**config.mk**
```make
export PLATFORM = sky130hd
export DESIGN_NAME = amplitude_sweep_ctrl_flat
export DESIGN_NICKNAME = d
export VERILOG_FILES = /design/src/rtl/amp_sweep_pkg.sv /design/src/rtl/amplitude_sweep_ctrl_if.sv /design/src/rtl/amp_dwell_counter.sv /design/src/rtl/amplitude_sweep_ctrl.sv /design/src/flat_wrapper.sv
export SDC_FILE = /design/constraint.sdc
export NUM_CORES = 1
export LEC_CHECK = 0
export CAP_MARGIN = 20
export CORE_MARGIN = 10
export CORE_UTILIZATION = 35
export DETAILED_ROUTE_END_ITERATION = 6
export SYNTH_ARGS = -nofsm -noshare
export SYNTH_HDL_FRONTEND = slang
export SYNTH_SLANG_ARGS = --single-unit
```
**constraint.sdc**
```tcl
create_clock -name clk -period 3 [get_ports clk]
set_input_delay 0.3 -clock clk [delete_from_list [all_inputs] [get_ports clk]]
set_output_delay 0.3 -clock clk [all_outputs]
set_load 0.005 [all_outputs]
```
**src/rtl/amp_sweep_pkg.sv**
```systemverilog
// Shared types for the amplitude sweep controller: mode codes,
// FSM state encodings and level limits.
package amp_sweep_pkg;

  typedef enum logic [1:0] {
    MODE_HOLD     = 2'b00,
    MODE_UP       = 2'b01,
    MODE_DOWN     = 2'b10,
    MODE_PINGPONG = 2'b11
  } mode_e;

  typedef enum logic [1:0] {
    ST_IDLE  = 2'b00,
    ST_DWELL = 2'b01,
    ST_DONE  = 2'b10
  } state_e;

  localparam logic [1:0] LVL_MIN = 2'd0;
  localparam logic [1:0] LVL_MAX = 2'd3;

  // Level taken on the start edge of a run.
  function automatic logic [1:0] first_level(
    input mode_e      m,
    input logic [1:0] hold
  );
    logic [1:0] lvl;
    lvl = LVL_MIN;
    unique case (m)
      MODE_HOLD:     lvl = hold;
      MODE_UP:       lvl = LVL_MIN;
      MODE_DOWN:     lvl = LVL_MAX;
      MODE_PINGPONG: lvl = LVL_MIN;
    endcase
    return lvl;
  endfunction

endpackage

```
**src/rtl/amplitude_sweep_ctrl_if.sv**
```systemverilog
// Control/status bundle of the amplitude sweep controller.
// slave = controller side, master = the block driving it.
// AMP_SWEEP_IRQ_EN adds irqClr (to controller) and irq (from it).
interface amplitude_sweep_ctrl_if #(
  parameter int DWELL_W  = 16,
  parameter int SWEEPS_W = 8
);
  logic                start;
  logic                stop;
  logic [1:0]          mode;
  logic [DWELL_W-1:0]  dwell;
  logic [SWEEPS_W-1:0] sweeps;
  logic [1:0]          holdSel;
  logic [1:0]          selector;
  logic                busy;
  logic                levelStrobe;
  logic                done;
`ifdef AMP_SWEEP_IRQ_EN
  logic                irqClr;
  logic                irq;

  modport master (
    output start, stop, mode, dwell, sweeps, holdSel, irqClr,
    input  selector, busy, levelStrobe, done, irq
  );
  modport slave (
    input  start, stop, mode, dwell, sweeps, holdSel, irqClr,
    output selector, busy, levelStrobe, done, irq
  );
`else
  modport master (
    output start, stop, mode, dwell, sweeps, holdSel,
    input  selector, busy, levelStrobe, done
  );
  modport slave (
    input  start, stop, mode, dwell, sweeps, holdSel,
    output selector, busy, levelStrobe, done
  );
`endif
endinterface

```
**src/rtl/amp_dwell_counter.sv**
```systemverilog
// Loadable dwell down-counter; a load of 0 is clamped to 1.
// Ports: clk, rstN, load_i, en_i, value_i -> expire_o (last clk of dwell).
module amp_dwell_counter #(
  parameter int DWELL_W = 16
) (
  input  logic               clk,
  input  logic               rstN,
  input  logic               load_i,
  input  logic               en_i,
  input  logic [DWELL_W-1:0] value_i,
  output logic               expire_o
);

  logic [DWELL_W-1:0] cnt_q;
  logic [DWELL_W-1:0] cnt_d;

  always_comb begin
    cnt_d = cnt_q;
    if (load_i) begin
      cnt_d = (value_i == '0) ? DWELL_W'(1) : value_i;
    end else if (en_i && cnt_q != '0) begin
      cnt_d = cnt_q - DWELL_W'(1);
    end
  end

  always_ff @(posedge clk or negedge rstN) begin
    if (!rstN) cnt_q <= '0;
    else       cnt_q <= cnt_d;
  end

  // Count of 1 means this clk is the last one of the level.
  assign expire_o = en_i && (cnt_q == DWELL_W'(1));

endmodule

```
**src/rtl/amplitude_sweep_ctrl.sv**
```systemverilog
// Sequencer stepping the amplitude selector through a sweep pattern.
// Ports: clk, rstN, bus (slave: start/stop/mode/dwell/sweeps/holdSel
// in, selector/busy/levelStrobe/done out). AMP_SWEEP_IRQ_EN adds irq.
module amplitude_sweep_ctrl
  import amp_sweep_pkg::*;
#(
  parameter int DWELL_W  = 16,
  parameter int SWEEPS_W = 8
) (
  input logic                  clk,
  input logic                  rstN,
  amplitude_sweep_ctrl_if.slave bus
);

  state_e              state_q, state_d;
  mode_e               mode_q, mode_d;
  logic [DWELL_W-1:0]  dwell_q, dwell_d;
  logic [SWEEPS_W-1:0] sweeps_q, sweeps_d;
  logic [SWEEPS_W-1:0] swcnt_q, swcnt_d;
  logic [1:0]          sel_q, sel_d;
  logic                dir_q, dir_d;
  logic                busy_q, strb_q, strb_d, done_q;

  logic [1:0]          nxt_lvl;
  logic                nxt_dir;
  logic                sweep_end;
  logic [SWEEPS_W-1:0] swcnt_nx;
  logic                load;
  logic                expire;
  logic [DWELL_W-1:0]  load_val;

  // Start edge uses the live dwell, reloads use the latched one.
  assign load_val = (state_q == ST_IDLE) ? bus.dwell : dwell_q;

  amp_dwell_counter #(
    .DWELL_W (DWELL_W)
  ) u_dwell (
    .clk      (clk),
    .rstN     (rstN),
    .load_i   (load),
    .en_i     (state_q == ST_DWELL),
    .value_i  (load_val),
    .expire_o (expire)
  );

  // Saturates so sweeps=0 runs never wrap.
  assign swcnt_nx = (&swcnt_q) ? swcnt_q : swcnt_q + SWEEPS_W'(1);

  always_comb begin
    nxt_lvl   = sel_q;
    nxt_dir   = dir_q;
    sweep_end = 1'b0;
    unique case (mode_q)
      MODE_HOLD: sweep_end = 1'b1;
      MODE_UP: begin
        nxt_lvl   = sel_q + 2'd1;
        sweep_end = (sel_q == LVL_MAX);
      end
      MODE_DOWN: begin
        nxt_lvl   = sel_q - 2'd1;
        sweep_end = (sel_q == LVL_MIN);
      end
      MODE_PINGPONG: begin
        if (dir_q) begin
          if (sel_q == LVL_MAX) begin
            nxt_lvl = sel_q - 2'd1;
            nxt_dir = 1'b0;
          end else begin
            nxt_lvl = sel_q + 2'd1;
          end
        end else if (sel_q == LVL_MIN + 2'd1) begin
          // Down leg ends at 1; the next sweep restarts at 0.
          nxt_lvl   = LVL_MIN;
          nxt_dir   = 1'b1;
          sweep_end = 1'b1;
        end else begin
          nxt_lvl = sel_q - 2'd1;
        end
      end
    endcase
  end

  always_comb begin
    state_d  = state_q;
    mode_d   = mode_q;
    dwell_d  = dwell_q;
    sweeps_d = sweeps_q;
    swcnt_d  = swcnt_q;
    sel_d    = sel_q;
    dir_d    = dir_q;
    strb_d   = 1'b0;
    load     = 1'b0;
    unique case (state_q)
      ST_IDLE: begin
        sel_d = bus.holdSel;
        if (bus.start && !bus.stop) begin
          state_d  = ST_DWELL;
          mode_d   = mode_e'(bus.mode);
          dwell_d  = bus.dwell;
          sweeps_d = bus.sweeps;
          swcnt_d  = '0;
          dir_d    = 1'b1;
          sel_d    = first_level(mode_e'(bus.mode), bus.holdSel);
          strb_d   = 1'b1;
          load     = 1'b1;
        end
      end
      ST_DWELL: begin
        if (bus.stop) begin
          state_d = ST_IDLE;
          sel_d   = bus.holdSel;
        end else if (expire) begin
          if (sweep_end) swcnt_d = swcnt_nx;
          if (sweep_end && sweeps_q != '0 &&
              swcnt_nx == sweeps_q) begin
            state_d = ST_DONE;
            sel_d   = bus.holdSel;
          end else begin
            sel_d  = nxt_lvl;
            dir_d  = nxt_dir;
            strb_d = (mode_q != MODE_HOLD);
            load   = 1'b1;
          end
        end
      end
      ST_DONE: begin
        state_d = ST_IDLE;
        sel_d   = bus.holdSel;
      end
      default: begin
        state_d = ST_IDLE;
        sel_d   = bus.holdSel;
      end
    endcase
  end

  always_ff @(posedge clk or negedge rstN) begin
    if (!rstN) begin
      state_q  <= ST_IDLE;
      mode_q   <= MODE_HOLD;
      dwell_q  <= '0;
      sweeps_q <= '0;
      swcnt_q  <= '0;
      sel_q    <= LVL_MIN;
      dir_q    <= 1'b1;
      busy_q   <= 1'b0;
      strb_q   <= 1'b0;
      done_q   <= 1'b0;
    end else begin
      state_q  <= state_d;
      mode_q   <= mode_d;
      dwell_q  <= dwell_d;
      sweeps_q <= sweeps_d;
      swcnt_q  <= swcnt_d;
      sel_q    <= sel_d;
      dir_q    <= dir_d;
      busy_q   <= (state_d == ST_DWELL);
      strb_q   <= strb_d;
      done_q   <= (state_d == ST_DONE);
    end
  end

  assign bus.selector    = sel_q;
  assign bus.busy        = busy_q;
  assign bus.levelStrobe = strb_q;
  assign bus.done        = done_q;

`ifdef AMP_SWEEP_IRQ_EN
  logic irq_q;

  // Set wins over a coincident clear.
  always_ff @(posedge clk or negedge rstN) begin
    if (!rstN)           irq_q <= 1'b0;
    else if (done_q)     irq_q <= 1'b1;
    else if (bus.irqClr) irq_q <= 1'b0;
  end

  assign bus.irq = irq_q;
`endif

endmodule

```
**src/flat_wrapper.sv**
```systemverilog
// flat-port wrapper written by rule: the top's interface ports become plain ports
module amplitude_sweep_ctrl_flat import amp_sweep_pkg::*;
#(
  parameter int DWELL_W  = 16,
  parameter int SWEEPS_W = 8
)
  (clk, rstN, bus_start, bus_stop, bus_mode, bus_dwell, bus_sweeps, bus_holdSel, bus_selector, bus_busy, bus_levelStrobe, bus_done);
  amplitude_sweep_ctrl_if #(.DWELL_W(DWELL_W), .SWEEPS_W(SWEEPS_W)) bus_i ();
  input logic clk;
  input logic rstN;
  input wire logic [$bits(bus_i.start)-1:0] bus_start;
  input wire logic [$bits(bus_i.stop)-1:0] bus_stop;
  input wire logic [$bits(bus_i.mode)-1:0] bus_mode;
  input wire logic [$bits(bus_i.dwell)-1:0] bus_dwell;
  input wire logic [$bits(bus_i.sweeps)-1:0] bus_sweeps;
  input wire logic [$bits(bus_i.holdSel)-1:0] bus_holdSel;
  output wire logic [$bits(bus_i.selector)-1:0] bus_selector;
  output wire logic [$bits(bus_i.busy)-1:0] bus_busy;
  output wire logic [$bits(bus_i.levelStrobe)-1:0] bus_levelStrobe;
  output wire logic [$bits(bus_i.done)-1:0] bus_done;
  assign bus_i.start = bus_start;
  assign bus_i.stop = bus_stop;
  assign bus_i.mode = bus_mode;
  assign bus_i.dwell = bus_dwell;
  assign bus_i.sweeps = bus_sweeps;
  assign bus_i.holdSel = bus_holdSel;
  assign bus_selector = bus_i.selector;
  assign bus_busy = bus_i.busy;
  assign bus_levelStrobe = bus_i.levelStrobe;
  assign bus_done = bus_i.done;
  amplitude_sweep_ctrl #(.DWELL_W(DWELL_W), .SWEEPS_W(SWEEPS_W)) u_core (.clk(clk), .rstN(rstN), .bus(bus_i));
endmodule
```
==> impl_metrics.env <==
export IMPL_h_tree_depth=3
export IMPL_gp_congestion=0.8580
export IMPL_worst_pin_slew_ns=0.6752
export IMPL_async_flop_share=1.000
export IMPL_drt_iter0_markers=123
export IMPL_wl_um=8631
export IMPL_layout_drive_gt1_share=0.08784
export IMPL_cts_resized=0
export IMPL_cts_buffers=9
export IMPL_fmax_ghz=0.3710
export IMPL_yosys_top_cells_count="nand2_1, dfrtp_1, a21oi_1"
export IMPL_crit_type="reg -> reg"
export IMPL_hpwlAfterDp_um=6360
export IMPL_yosys_register_bits=58
export IMPL_root_buffer="clkbuf_8"
export IMPL_cap_violations=0
export IMPL_drc=0
export IMPL_clock_sinks=58
export IMPL_timing_hold_ws_ns=0.2965
export IMPL_ys_flop_type="dfrtp_1"
export IMPL_worstPathMaxFanout=9
export IMPL_floorplan_core_area_mm2=0.009729
export IMPL_final_setup_tns_ns=0
export IMPL_p_int_uw=1655
export IMPL_fin_crit_sh=0.8984
export IMPL_grt_max_degree=36
export IMPL_nNetsFinal=482
export IMPL_io_buffers=36
export IMPL_cts_tree="built"
export IMPL_area_growth_pct=21.14
export IMPL_netlist_area_mm2=0.003480
export IMPL_row_count=36
export IMPL_synth_edf_count=0
export IMPL_grt_pass1_vias=2984
export IMPL_status="finished clean"
export IMPL_finClkSkew_ns=0.009041
export IMPL_critPathArrivalTime_ns=2.92
export IMPL_drv_slew=0
export IMPL_seq_power_share=0.440
export IMPL_end_kind="flip-flop"
export IMPL_overflow=0
export IMPL_hp_class="in -> async"
export IMPL_fin_util=0.4333
export IMPL_p_per_area_mw_per_mm2=588.2
export IMPL_num_io_pins=37
export IMPL_clockBufferDepth=2
export IMPL_leakage_uw=0.001888
export IMPL_dr_wl_met2_um=4010
export IMPL_rsz0062_at_grt="no"
export IMPL_ys_seq_area_frac=0.4175
export IMPL_p_clk_frac=0.299
export IMPL_worst_r2r_cell_count=9
export IMPL_yosysWarnings=0
export IMPL_ctsHoldBuffers=1
export IMPL_chipHeight_um=119.7
export IMPL_die_area_mm2=0.01433
export IMPL_viasPerCell=5.113
export IMPL_fin_cells=577
export IMPL_synth_area_top_cells="dfrtp_1, nand2_1, mux2i_1, ha_1, a21oi_1"
export IMPL_antenna_left=0
export IMPL_critPathRequiredTime_ns=3.23
export IMPL_diodes=0
export IMPL_synthCells=397
export IMPL_dieWidth_um=119.7
export IMPL_dr_wl_met3_um=401
export IMPL_worstSetupStartpointType="flip-flop"
export IMPL_antenna_found_initial=0
export IMPL_clk_latency_ns=0.34
export IMPL_dp_cells=560
export IMPL_pre_cts_ws_ns=0.3221
export IMPL_setup_violations=0
export IMPL_syn_num_nets=440
export IMPL_irDropWorstVdd_mv=0.3139
export IMPL_period_needed_ns=2.695
export IMPL_switchingPower_uw=824.4
export IMPL_wirelength_met1_um=4100
export IMPL_fin_ws_ns=0.3049
export IMPL_yosysMostFrequentCell="nand2_1"
export IMPL_clkTransAtPathRegs_ns=0.07
export IMPL_hold_violations=0
export IMPL_first_pass_iters=4
export IMPL_grt_usage=0.1229
export IMPL_slew_limit_headroom=0.5489
export IMPL_post_drt_wl_per_cell_um=14.96
export IMPL_p_sw_frac=0.3325
export IMPL_netlist_area_leader_share=0.4099
export IMPL_yosysUniqueCellTypes=49
export IMPL_grt_first_pass_wirelength_um=14610
export IMPL_postCtsSetupBuffers=0
export IMPL_synth_area_leader_cell="dfrtp_1"
export IMPL_via_count=2950
export IMPL_top_layer_used="met4"
export IMPL_initial_core_util=0.3576
export IMPL_comb_power_share=0.262
export IMPL_syn_avg_cell_area_um2=8.765
## metal layers
| metal | GRT usage | vias to the layer above |
|---|---|---|
| li1 | - | 1472 |
| met1 | 0.1537 | 1409 |
| met2 | 0.1967 | 59 |
| met5 | 0 | - |
| met3 | 0.03516 | 10 |
| met4 | 0.04676 | 0 |
## final cells by class
class                           count  area (um2)
Fill cell                        1005        5514
Timing Repair Buffer               50       462.9
Clock inverter                      6       66.31
Tap cell                          133       166.4
Sequential cell                    58        1453
Clock buffer                       10       137.6
Multi-Input combinational cell    310        1892
Inverter                           10       37.54
## per-stage QoR
stage | total power, uW | area (um2)
finish | 2479 | 4215
global route | 2657 | 4215
CTS | 2509 | 4215
detailed placement | 1755 | 4001
global placement | 1741 | 4001
floorplan | 1528 | 3480
## registers in the layout (all words and copies together) (netlist names)
signal                  count
u_core.sweeps_q             8
u_core.bus.selector         2
u_core.u_dwell.cnt_q       16
u_core.mode_q               2
u_core.bus.done             1
u_core.dwell_q             16
u_core.state_q              2
u_core.bus.levelStrobe      1
u_core.bus.busy             1
u_core.swcnt_q              8
u_core.dir_q                1
## worst paths after layout
check / endpoint / startpoint / slack, ns
max: u_core.bus.selector[0] / u_core.swcnt_q[0] / 0.30
max reg2reg: u_core.bus.selector[0] / u_core.swcnt_q[0] / 0.30
min reg2reg: u_core.dwell_q[9] / u_core.dwell_q[9] / 0.47
max in group asynchronous: u_core.u_dwell.cnt_q[12] / rstN / 2.02
min: u_core.sweeps_q[7] / rstN / 0.30
min in group clk: u_core.dwell_q[9] / u_core.dwell_q[9] / 0.47
## critical path, cell delays in order, from the launching register on
cell	delay, ns
dfrtp_1	0.43
ha_1	0.19
nand3_1	0.25
or4_1	0.54
a21oi_1	0.14
a21oi_1	0.08
nor4b_4	0.36
nor3_1	0.08
o21a_1	0.22
mux2_4	0.30
## logic make-up after synthesis
family / Yosys count / synth area share
AO/OA/AOI/OAI: 75 / 0.1323
XOR/XNOR: 19 / 0.04782
adder cells (fa/ha/maj): 11 / 0.03955
buffers and inverters: 29 / 0.04063
flip-flops: 58 / 0.4175
multiplexers: 25 / 0.07407
AND/OR/NAND/NOR: 180 / 0.2481
## cells in the final DEF, fill, tap and decap left out, types with 4 or more instances in the layout
| cell | n |
|---|---|
| xor2_1 | 10 |
| clkdlybuf4s50_1 | 35 |
| nand2_1 | 91 |
| nand2b_1 | 4 |
| nor2_1 | 24 |
| nor2b_1 | 4 |
| or4_1 | 4 |
| mux2i_1 | 22 |
| and4_1 | 4 |
| a21o_1 | 4 |
| a31oi_1 | 7 |
| o21ai_0 | 15 |
| nor4_1 | 5 |
| o21a_1 | 4 |
| inv_1 | 10 |
| ha_1 | 11 |
| a21oi_1 | 27 |
| xnor2_1 | 9 |
| nor3_1 | 12 |
| dfrtp_1 | 57 |
| nand3_1 | 11 |
| buf_4 | 13 |
| nand3b_1 | 4 |
| clkbuf_8 | 10 |
## power by group through the flow
stage / Sequential, uW / Combinational [uW] / Clock (uW)
CTS: 1090 / 656 / 764
finish: 1090 / 649 / 741
floorplan: 1070 / 462 / 0
global route: 1110 / 744 / 799
detailed placement: 1100 / 651 / 0
global placement: 1100 / 642 / 0
No activity file was read; power rests on OpenSTA's default activity.
